$ cat src/rtl/burst_addr_gen_pkg.sv
// Shared types for the AHB burst address generator: transfer/burst encodings,
// FSM states and the burst-type decode helper.
// Latency: n/a (types and a pure function). Backpressure: n/a.
package burst_addr_gen_pkg;

    typedef enum logic [1:0] {
        TRANS_IDLE   = 2'd0,
        TRANS_BUSY   = 2'd1,
        TRANS_NONSEQ = 2'd2,
        TRANS_SEQ    = 2'd3
    } trans_types_e;

    typedef enum logic [2:0] {
        BURST_SINGLE = 3'd0,
        BURST_INCR   = 3'd1,
        BURST_WRAP4  = 3'd2,
        BURST_INCR4  = 3'd3,
        BURST_WRAP8  = 3'd4,
        BURST_INCR8  = 3'd5,
        BURST_WRAP16 = 3'd6,
        BURST_INCR16 = 3'd7
    } burst_types_e;

    typedef enum logic [1:0] {
        ST_IDLE  = 2'd0,
        ST_FIXED = 2'd1,
        ST_UNDEF = 2'd2
    } state_e;

    // beats == 0 marks an undefined-length (INCR) burst
    typedef struct packed {
        logic [4:0] beats;
        logic       wrap;
    } burst_info_t;

    // Bit index of the 1 KB boundary an incrementing burst must not cross
    localparam int KB_BIT = 10;

    function automatic burst_info_t burst_info(input logic [2:0] hburst);
        burst_info_t info;
        info.beats = 5'd1;
        info.wrap  = 1'b0;
        case (hburst)
            BURST_SINGLE: info.beats = 5'd1;
            BURST_INCR:   info.beats = 5'd0;
            BURST_WRAP4:  begin info.beats = 5'd4;  info.wrap = 1'b1; end
            BURST_INCR4:  info.beats = 5'd4;
            BURST_WRAP8:  begin info.beats = 5'd8;  info.wrap = 1'b1; end
            BURST_INCR8:  info.beats = 5'd8;
            BURST_WRAP16: begin info.beats = 5'd16; info.wrap = 1'b1; end
            BURST_INCR16: info.beats = 5'd16;
            default:      info.beats = 5'd1;
        endcase
        return info;
    endfunction

endpackage

$ cat src/rtl/burst_addr_gen_next_addr.sv
// burst_next_addr: address of the beat following i_addr for the given size and burst shape.
// Latency: combinational. Backpressure: none (pure function of inputs).
// Ports: i_addr current address, i_hsize log2 bytes, i_beats burst length (0 = undefined),
//        i_wrap wrapping burst, o_next_addr following beat address.
module burst_next_addr
    import burst_addr_gen_pkg::*;
#(
    parameter int ADDR_W = 32
) (
    input  logic [ADDR_W-1:0] i_addr,
    input  logic [2:0]        i_hsize,
    input  logic [4:0]        i_beats,
    input  logic              i_wrap,
    output logic [ADDR_W-1:0] o_next_addr
);

    logic [ADDR_W-1:0] w_step;
    logic [ADDR_W-1:0] w_incr;
    logic [ADDR_W-1:0] w_mask;
    logic [2:0]        w_span_shift;

    // Burst lengths are powers of two, so the wrap span is step << log2(beats)
    always_comb begin
        w_span_shift = 3'd0;
        case (i_beats)
            5'd4:    w_span_shift = 3'd2;
            5'd8:    w_span_shift = 3'd3;
            5'd16:   w_span_shift = 3'd4;
            default: w_span_shift = 3'd0;
        endcase
    end

    assign w_step      = ADDR_W'(1) << i_hsize;
    assign w_incr      = i_addr + w_step;
    assign w_mask      = (w_step << w_span_shift) - ADDR_W'(1);
    assign o_next_addr = i_wrap ? ((i_addr & ~w_mask) | (w_incr & w_mask)) : w_incr;

endmodule

$ cat src/rtl/burst_addr_gen.sv
// burst_addr_gen: tracks AHB bursts and presents the data-phase beat address, index and errors.
// Latency: 1 cycle from accepted address phase to registered outputs.
// Backpressure: hready low, hsel low or BUSY hold all state; beat_valid drops for that cycle.
// Ports: clk/rstn; AHB address phase hsel, haddr, htrans, hburst, hsize, hready;
//        outputs beat_addr, beat_valid, beat_idx, beat_last, burst_err (one-cycle pulse).
module burst_addr_gen
    import burst_addr_gen_pkg::*;
#(
    parameter int ADDR_W   = 32,
    parameter int MAX_SIZE = 2
) (
    input  logic              clk,
    input  logic              rstn,
    input  logic              hsel,
    input  logic [ADDR_W-1:0] haddr,
    input  logic [1:0]        htrans,
    input  logic [2:0]        hburst,
    input  logic [2:0]        hsize,
    input  logic              hready,
    output logic [ADDR_W-1:0] beat_addr,
    output logic              beat_valid,
    output logic [3:0]        beat_idx,
    output logic              beat_last,
    output logic              burst_err
);

    state_e            r_state, w_state_nxt;
    logic [ADDR_W-1:0] r_addr,  w_addr_nxt;
    logic [ADDR_W-1:0] r_next,  w_next_nxt;
    logic [2:0]        r_hsize, w_hsize_nxt;
    logic [4:0]        r_beats, w_beats_nxt;
    logic              r_wrap,  w_wrap_nxt;
    logic [3:0]        r_idx,   w_idx_nxt;
    logic              r_valid, w_valid_nxt;
    logic              r_last,  w_last_nxt;
    logic              r_err,   w_err_nxt;

    burst_info_t       w_info;
    logic              w_xfer;
    logic              w_is_nonseq;
    logic [ADDR_W-1:0] w_step;
    logic              w_size_bad;
    logic              w_misaligned;
    logic [ADDR_W-1:0] w_na_addr;
    logic [2:0]        w_na_hsize;
    logic [4:0]        w_na_beats;
    logic              w_na_wrap;
    logic [ADDR_W-1:0] w_calc_addr;

    assign w_info       = burst_info(hburst);
    assign w_xfer       = hsel & hready;
    assign w_is_nonseq  = (htrans == TRANS_NONSEQ);
    assign w_step       = ADDR_W'(1) << hsize;
    assign w_size_bad   = (hsize > 3'(MAX_SIZE));
    assign w_misaligned = |(haddr & (w_step - ADDR_W'(1)));

    // One adder serves both cases: a NONSEQ computes from the new haddr/shape,
    // a SEQ advances the stored expected address with the latched shape.
    assign w_na_addr  = w_is_nonseq ? haddr        : r_next;
    assign w_na_hsize = w_is_nonseq ? hsize        : r_hsize;
    assign w_na_beats = w_is_nonseq ? w_info.beats : r_beats;
    assign w_na_wrap  = w_is_nonseq ? w_info.wrap  : r_wrap;

    burst_next_addr #(
        .ADDR_W (ADDR_W)
    ) u_next_addr (
        .i_addr      (w_na_addr),
        .i_hsize     (w_na_hsize),
        .i_beats     (w_na_beats),
        .i_wrap      (w_na_wrap),
        .o_next_addr (w_calc_addr)
    );

    always_ff @(posedge clk or negedge rstn) begin
        if (!rstn) begin
            r_state <= ST_IDLE;
            r_addr  <= '0;
            r_next  <= '0;
            r_hsize <= '0;
            r_beats <= '0;
            r_wrap  <= 1'b0;
            r_idx   <= '0;
            r_valid <= 1'b0;
            r_last  <= 1'b0;
            r_err   <= 1'b0;
        end else begin
            r_state <= w_state_nxt;
            r_addr  <= w_addr_nxt;
            r_next  <= w_next_nxt;
            r_hsize <= w_hsize_nxt;
            r_beats <= w_beats_nxt;
            r_wrap  <= w_wrap_nxt;
            r_idx   <= w_idx_nxt;
            r_valid <= w_valid_nxt;
            r_last  <= w_last_nxt;
            r_err   <= w_err_nxt;
        end
    end

    always_comb begin
        w_state_nxt = r_state;
        w_addr_nxt  = r_addr;
        w_next_nxt  = r_next;
        w_hsize_nxt = r_hsize;
        w_beats_nxt = r_beats;
        w_wrap_nxt  = r_wrap;
        w_idx_nxt   = r_idx;
        w_valid_nxt = 1'b0;
        w_last_nxt  = 1'b0;
        w_err_nxt   = 1'b0;
        if (w_xfer) begin
            case (htrans)
                TRANS_NONSEQ: begin
                    // Also covers early termination: any burst in flight is simply replaced
                    w_addr_nxt  = haddr;
                    w_next_nxt  = w_calc_addr;
                    w_hsize_nxt = hsize;
                    w_beats_nxt = w_info.beats;
                    w_wrap_nxt  = w_info.wrap;
                    w_idx_nxt   = '0;
                    w_valid_nxt = 1'b1;
                    w_last_nxt  = (w_info.beats == 5'd1);
                    w_err_nxt   = w_size_bad | w_misaligned;
                    if (hburst == BURST_INCR) begin
                        w_state_nxt = ST_UNDEF;
                    end else if (w_last_nxt) begin
                        w_state_nxt = ST_IDLE;
                    end else begin
                        w_state_nxt = ST_FIXED;
                    end
                end
                TRANS_SEQ: begin
                    if (r_state == ST_IDLE) begin
                        w_err_nxt = 1'b1;
                    end else begin
                        // The generated address wins even when the master's haddr disagrees
                        w_addr_nxt  = r_next;
                        w_next_nxt  = w_calc_addr;
                        w_idx_nxt   = r_idx + 4'd1;
                        w_valid_nxt = 1'b1;
                        w_last_nxt  = (r_state == ST_FIXED) &&
                                      (({1'b0, r_idx} + 5'd1) == (r_beats - 5'd1));
                        w_err_nxt   = (haddr != r_next) |
                                      ((r_state == ST_FIXED) && !r_wrap &&
                                       (r_next[ADDR_W-1:KB_BIT] != r_addr[ADDR_W-1:KB_BIT]));
                        if (w_last_nxt) begin
                            w_state_nxt = ST_IDLE;
                        end
                    end
                end
                TRANS_IDLE: begin
                    // Abandoning a fixed-length burst is a protocol error; ending INCR is not
                    w_err_nxt   = (r_state == ST_FIXED);
                    w_state_nxt = ST_IDLE;
                end
                default: begin
                    // BUSY: hold everything
                end
            endcase
        end
    end

    assign beat_addr  = r_addr;
    assign beat_valid = r_valid;
    assign beat_idx   = r_idx;
    assign beat_last  = r_last;
    assign burst_err  = r_err;

endmodule

$ cat config.mk
export PLATFORM = sky130hd
export DESIGN_NAME = burst_addr_gen
export DESIGN_NICKNAME = d
export VERILOG_FILES = /design/src/rtl/burst_addr_gen_pkg.sv /design/src/rtl/burst_addr_gen_next_addr.sv /design/src/rtl/burst_addr_gen.sv
export SDC_FILE = /design/constraint.sdc
export NUM_CORES = 1
export LEC_CHECK = 0
export CORE_AREA = 2 2 141 102
export CTS_CLUSTER_SIZE = 8
export DETAILED_ROUTE_END_ITERATION = 6
export DIE_AREA = 0 0 143 104
export GPL_TIMING_DRIVEN = 0
export PLACE_DENSITY = 0.77
export SYNTH_ARGS = -nofsm -noshare
export SYNTH_HDL_FRONTEND = slang
export SYNTH_SLANG_ARGS = --single-unit
export TNS_END_PERCENT = 5
$ cat constraint.sdc
create_clock -name clk -period 3.2 [get_ports clk]
set_input_delay 0.8 -clock clk [delete_from_list [all_inputs] [get_ports clk]]
set_output_delay 0.8 -clock clk [all_outputs]
set_load 0.02 [all_outputs]
==> impl_metrics.tcl <==
set metrics [dict create \
    outcome "finished, violations left" \
    violations "DRC, setup timing" \
    rsz0062_at_grt "true" \
    overflow 0 \
    final_antenna_net_count 0 \
    cts_root_buffer "clkbuf_16" \
    drt_pass1_iterations 7 \
    period_share_pct 129 \
    synthDistinctLibCells 81 \
    max_stage_delay_ps 420 \
    grt_pass1_vias 6531 \
    layout_common_cells "dfrtp_1 (82), nand2_1 (78), clkdlybuf4s50_1 (73), mux2i_1 (56), xnor2_1 (54)" \
    fin_area_um2 9110 \
    r2r_cells 11 \
    pin_count 83 \
    synthesis.area_um2 6860 \
    fp.dieH_um 104 \
    drc 2 \
    rows 36 \
    synth_seq_cells 82 \
    netlist_instances 797 \
    fin_util_pct 67.2 \
    layout_commonest_cell "dfrtp_1" \
    critPathCaptureType "flop" \
    crit_path_cell_trace "buf_12 > inv_12 > ha_4 > buf_8 > buf_12 > buf_12 > buf_8 > buf_12 > buf_12 > mux2_4 > ha_4 > inv_2 > fa_2 > nor2b_4 > o21ai_2 > a21boi_2 > o31a_1 > o31a_1 > o21ai_4 > or3_4 > xor2_1 > o211ai_1" \
    cts_sinks 82 \
    start_kind "input port" \
    postCtsHoldBufs 0 \
    wl_um 23700 \
    grt_pass1_wl_um 36500 \
    coreArea_um2 13600 \
    port-buffer-count 80 \
    critPathSlowestCell "or3_4" \
    ctsHtreeMaxLevel 3 \
    clock_latency_ps 360 \
    rr_endpoint "r_next[14]" \
    hold_violations 0 \
    worstSetupPathType "input port to flop" \
    fin_hold_ws_ps 380 \
    drv_slew 0 \
    fin_setup_tns_ps -19970 \
    cap_violations 0 \
    path_common_cell "buf_12" \
    yosysWarningCount 0 \
    antenna_cells 0 \
    syn_to_final_growth_pct 32.9 \
    fin_nets 994 \
    r2r-start "r_beats[0]" \
    worst_slack_ps -944 \
    setup_viol 63 \
    cts-buffers-inserted 9 \
    async_flop_share_pct 100 \
    ir_worst_vdd_v 0.000367 \
    syn_area_per_cell_um2 8.60 \
    ys.flop_type "dfrtp_1" \
    skew_ps 11.3 \
    drt-initial-drc-count 885 \
    worst_pin_slew_ps 979 \
    antenna_found_initial 0 \
    max-slew-margin-rel_pct 34.6 \
    grt_max_degree 53 \
    vias 7108 \
    min_path_type "input port to async pin" \
    yosysSeqAreaShare_pct 29.9 \
    synth-edff-count 0 \
    rrSetupSlack_ps -430 \
    vias_per_cell 6.32 \
    cp_max_fo 7 \
    finalCriticalPeriod_ps 4140 \
    arrival_ps 4350 \
    placed_area_um2 8010 \
    avgRoutedWirePerCell_um 21.1 \
    timing.fmax_ghz 0.241 \
    start_util_pct 50.6 \
    dp_slack_ps -2730 \
    required_ps 3410 \
    cts_buffer_depth 2 \
    dieArea_um2 14900 \
    place_hpwl_um 16700 \
    gp_congestion 0.998 \
    die_w_um 143 \
    p_leak_nw 3.57 \
    powerDensity_nw_per_um2 602 \
    synth_nets 861 \
    drive_above_1_share_pct 17.9 \
    cts_tree "built" \
    grtUsageTotal_pct 31.5 \
    clk_pin_slew_ps 70 \
]
## flip-flops by register name (all words and copies together) (netlist names)
name / flops
beat_addr: 32
r_next: 32
r_beats: 5
beat_idx: 4
r_hsize: 3
r_state: 2
beat_last: 1
beat_valid: 1
burst_err: 1
r_wrap: 1
## cell usage after synthesis, types with 8 or more instances
master / number / area (µm²)
nor4_1: 11 / 68.8
inv_1: 20 / 75.1
nand2_1: 79 / 297
mux2i_1: 60 / 601
a21oi_1: 31 / 155
nor3_1: 31 / 155
dfrtp_1: 82 / 2050
ha_1: 19 / 238
mux2_2: 14 / 158
xnor2_1: 57 / 499
and2_1: 8 / 50.1
clkbuf_1: 35 / 131
buf_2: 8 / 40.0
nor2_1: 49 / 184
nand4_1: 11 / 68.8
xor2_1: 40 / 350
nor2b_1: 22 / 138
o211ai_1: 18 / 135
o21ai_0: 57 / 285
nand3_1: 15 / 75.1
buf_1: 8 / 30.0
## through the flow
stage / total power, W / instances
CTS: 0.00526 / 1114
global route: 0.00574 / 1124
floorplan: 0.00299 / 797
global placement: 0.00376 / 1067
finish: 0.00549 / 1124
detailed placement: 0.00380 / 1068
## cell families after synthesis
group	synth area share (%)
flops	29.9
buf+inv	4.42
compound gates	18.1
simple gates	19.9
other cells	0.0547
xor+xnor	12.4
fa+ha+maj	3.76
mux	11.4
## repair_timing
action | in CTS | in global routing
pin swaps | 33 | 14
gates resized for setup | 88 | 27
setup buffers | 31 | 10
cloned | 1 | 0
endpoints found under the setup margin | 69 | 60
## worst max-delay path, delay by kind of cell
kind                       cells  cell delay [ps]
AOI/OAI and AO/OA              6             1060
xor gates and xnor gates       1              160
adders and majority gates      3              660
buffers and inverters          9              870
muxes                          1              210
and+or+nand+nor                2              570
## power breakdown
group	leakage [nW]	internal [W]	switching, W	total [W]
Combinational	2.46	0.00128	0.00152	0.00280
Sequential	0.959	0.00127	0.000254	0.00153
Clock	0.152	0.000683	0.000472	0.00115
Total	3.57	0.00324	0.00225	0.00549
## layout make-up
class,count,area [µm²]
sequential,82,2050
clock inverter,6,90.1
inverter,20,87.6
fill,1066,4450
tap,190,238
buffer,53,318
timing repair buffer,123,1180
clock buffer,9,225
multi-input combinational,641,4920
## per-layer routing
| metal | up-vias | part of all wire, % | track usage [%] |
|---|---|---|---|
| met1 | 3377 | 44 | 47.2 |
| met3 | 78 | 13 | 8.33 |
| met5 | - | 0 | 0 |
| li1 | 3140 | - | - |
| met2 | 513 | 41 | 44.7 |
| met4 | 0 | 3.0 | 8.06 |
## how the worst max path moves through the flow
stage              start    endpoint  slack [ps]  depth (start not counted)
2_1_floorplan  htrans[0]  r_next[18]       -1170                         22
3_3_place_gp   htrans[0]  r_next[23]       -2660                         22
3_5_place_dp   htrans[0]  r_next[23]       -2730                         22
4_1_cts        htrans[0]  r_next[18]        -800                         22
5_1_grt        htrans[0]  r_next[30]       -1020                         23
6_report       htrans[0]  r_next[18]        -940                         22
(Power assumes the default switching activity.)
==> patch, RTL diff (same settings) <==
The 3 states of `state_e` get a one-hot encoding in 3 bits.
--- a/src/rtl/burst_addr_gen_pkg.sv
+++ b/src/rtl/burst_addr_gen_pkg.sv
@@ -21,10 +21,10 @@
         BURST_INCR16 = 3'd7
     } burst_types_e;
 
-    typedef enum logic [1:0] {
-        ST_IDLE  = 2'd0,
-        ST_FIXED = 2'd1,
-        ST_UNDEF = 2'd2
+    typedef enum logic [2:0] {
+        ST_IDLE  = 3'b001,
+        ST_FIXED = 3'b010,
+        ST_UNDEF = 3'b100
     } state_e;
 
     // beats == 0 marks an undefined-length (INCR) burst
Behaviour: same outputs for any inputs over 4 cycles, from zero or initial values and one cycle with rstn low; so few cycles prove little.
==> patch against the original RTL <==
- the run ends with setup timing left
- critical endpoint is now r_next[26]
- highest routed layer is now met5
- design area is 0.98% lower
- sequential share of layout area is 0.51 points higher
- setup slack worse by 0.21 ns
- wire length is 7.0% higher
- synthesized area is 4.3% higher
- total power is 10% lower
- die area stayed put
- clock skew is 0.0029 ns lower
- sequential cell count is 1 higher
- final cell count is 2.8% higher
- first-iteration DRC count is 2.0% higher
==> patch: results (changes against the original RTL) <==
[run_status]
outcome = finished with violations  ; unchanged
violations = setup timing  ; was DRC, setup timing

[detailed_routing]
routedWlPerCell_um = 21.9  ; was 21.1 um
viasPerCell = 6.31  ; was 6.32

[synthesis]
syn-mean-instance-area_um2 = 8.40  ; was 8.60 um2
yosysSeqAreaShare_pct = 29.1  ; was 29.9%
netlist-cell-type-count = 84  ; was 81

[global_route]
track_usage_pct = 34.0  ; was 31.5%
grt_max_degree = 49  ; was 53

[timing]
setup_tns_ns = -18.24  ; was -19.97 ns
setup_viol = 28  ; was 63
layout_setup_ws_ns = -1.15  ; was -0.944 ns
worst_pin_slew_ns = 1.27  ; was 0.979 ns

[power]
p_leak_nw = 3.49  ; was 3.57 nW
pwr-share-clk_pct = 21.2  ; was 21.0%
comb_power_share_pct = 47.8  ; was 51.1%
ir_drop_v = 0.000319  ; was 0.000367 V

[worst_setup_path]
worstReg2RegStart = r_hsize[0]  ; was r_beats[0]
regToRegSetupSlack_ns = -0.57  ; was -0.43 ns
crit_slowest_cell = fa_2  ; was or3_4

[final_layout]
layout-drive-gt1-share_pct = 14.8  ; was 17.9%

[placed_design]
gp_congestion = 0.995  ; was 0.998
io_buffers = 76  ; was 80
placed_cells = 1118  ; was 1,068
dpl_cell_area_um2 = 8270  ; was 8010 um2

-- patch: critical path: cells and delay by family --
kind	cells	cell delay [ns]
AO/OA/AOI/OAI	5	1.01
adder cells (fa/ha/maj)	3	0.65
buffers and inverters	10	0.97
multiplexers	2	0.49
AND/OR/NAND/NOR	3	0.59
-- patch: how the worst max path moves through the flow --
stage,start,to,slack [ns],depth (start not counted)
global route,htrans[0],r_next[26],-1.22,23
floorplan,htrans[0],r_next[28],-1.26,22
finish,htrans[0],r_next[26],-1.15,23
global placement,htrans[0],r_next[28],-2.77,23
CTS,htrans[0],r_next[26],-1.02,23
detailed placement,htrans[0],r_next[26],-2.79,23
-- patch: layout make-up --
type / instances / share of cell area (%)
Multi-Input combinational cell: 685 / 55.6
Sequential cell: 83 / 23.0
Timing Repair Buffer: 99 / 10.7
Buffer: 66 / 4.05
Tap cell: 190 / 2.64
Clock buffer: 10 / 2.54
Inverter: 17 / 0.846
Clock inverter: 6 / 0.541
-- patch: layer usage --
layer	up-vias	part of all wire [%]	global-route usage, %
li1	3310	-	-
met1	3474	46	52.7
met2	451	39	44.6
met3	54	13	12.2
met4	2	1.9	6.93
met5	-	0.051	0
-- patch: repair_timing --
item | in CTS | in global routing
setup endpoints to repair | 78 | 59
buffers inserted | 20 | 2
pin swaps | 16 | 3
hold endpoints to repair | 0 | 0
hold buffers | 0 | 0
resized for setup | 75 | 11
-- patch: cell families after synthesis --
family                   share of synthesized area, %
multiplexers                                     9.52
flip-flops                                       29.1
XOR/XNOR                                         12.0
other                                          0.0525
adder cells (fa/ha/maj)                          3.61
AO/OA/AOI/OAI                                    20.1
buffers and inverters                            4.74
AND/OR/NAND/NOR                                  20.9
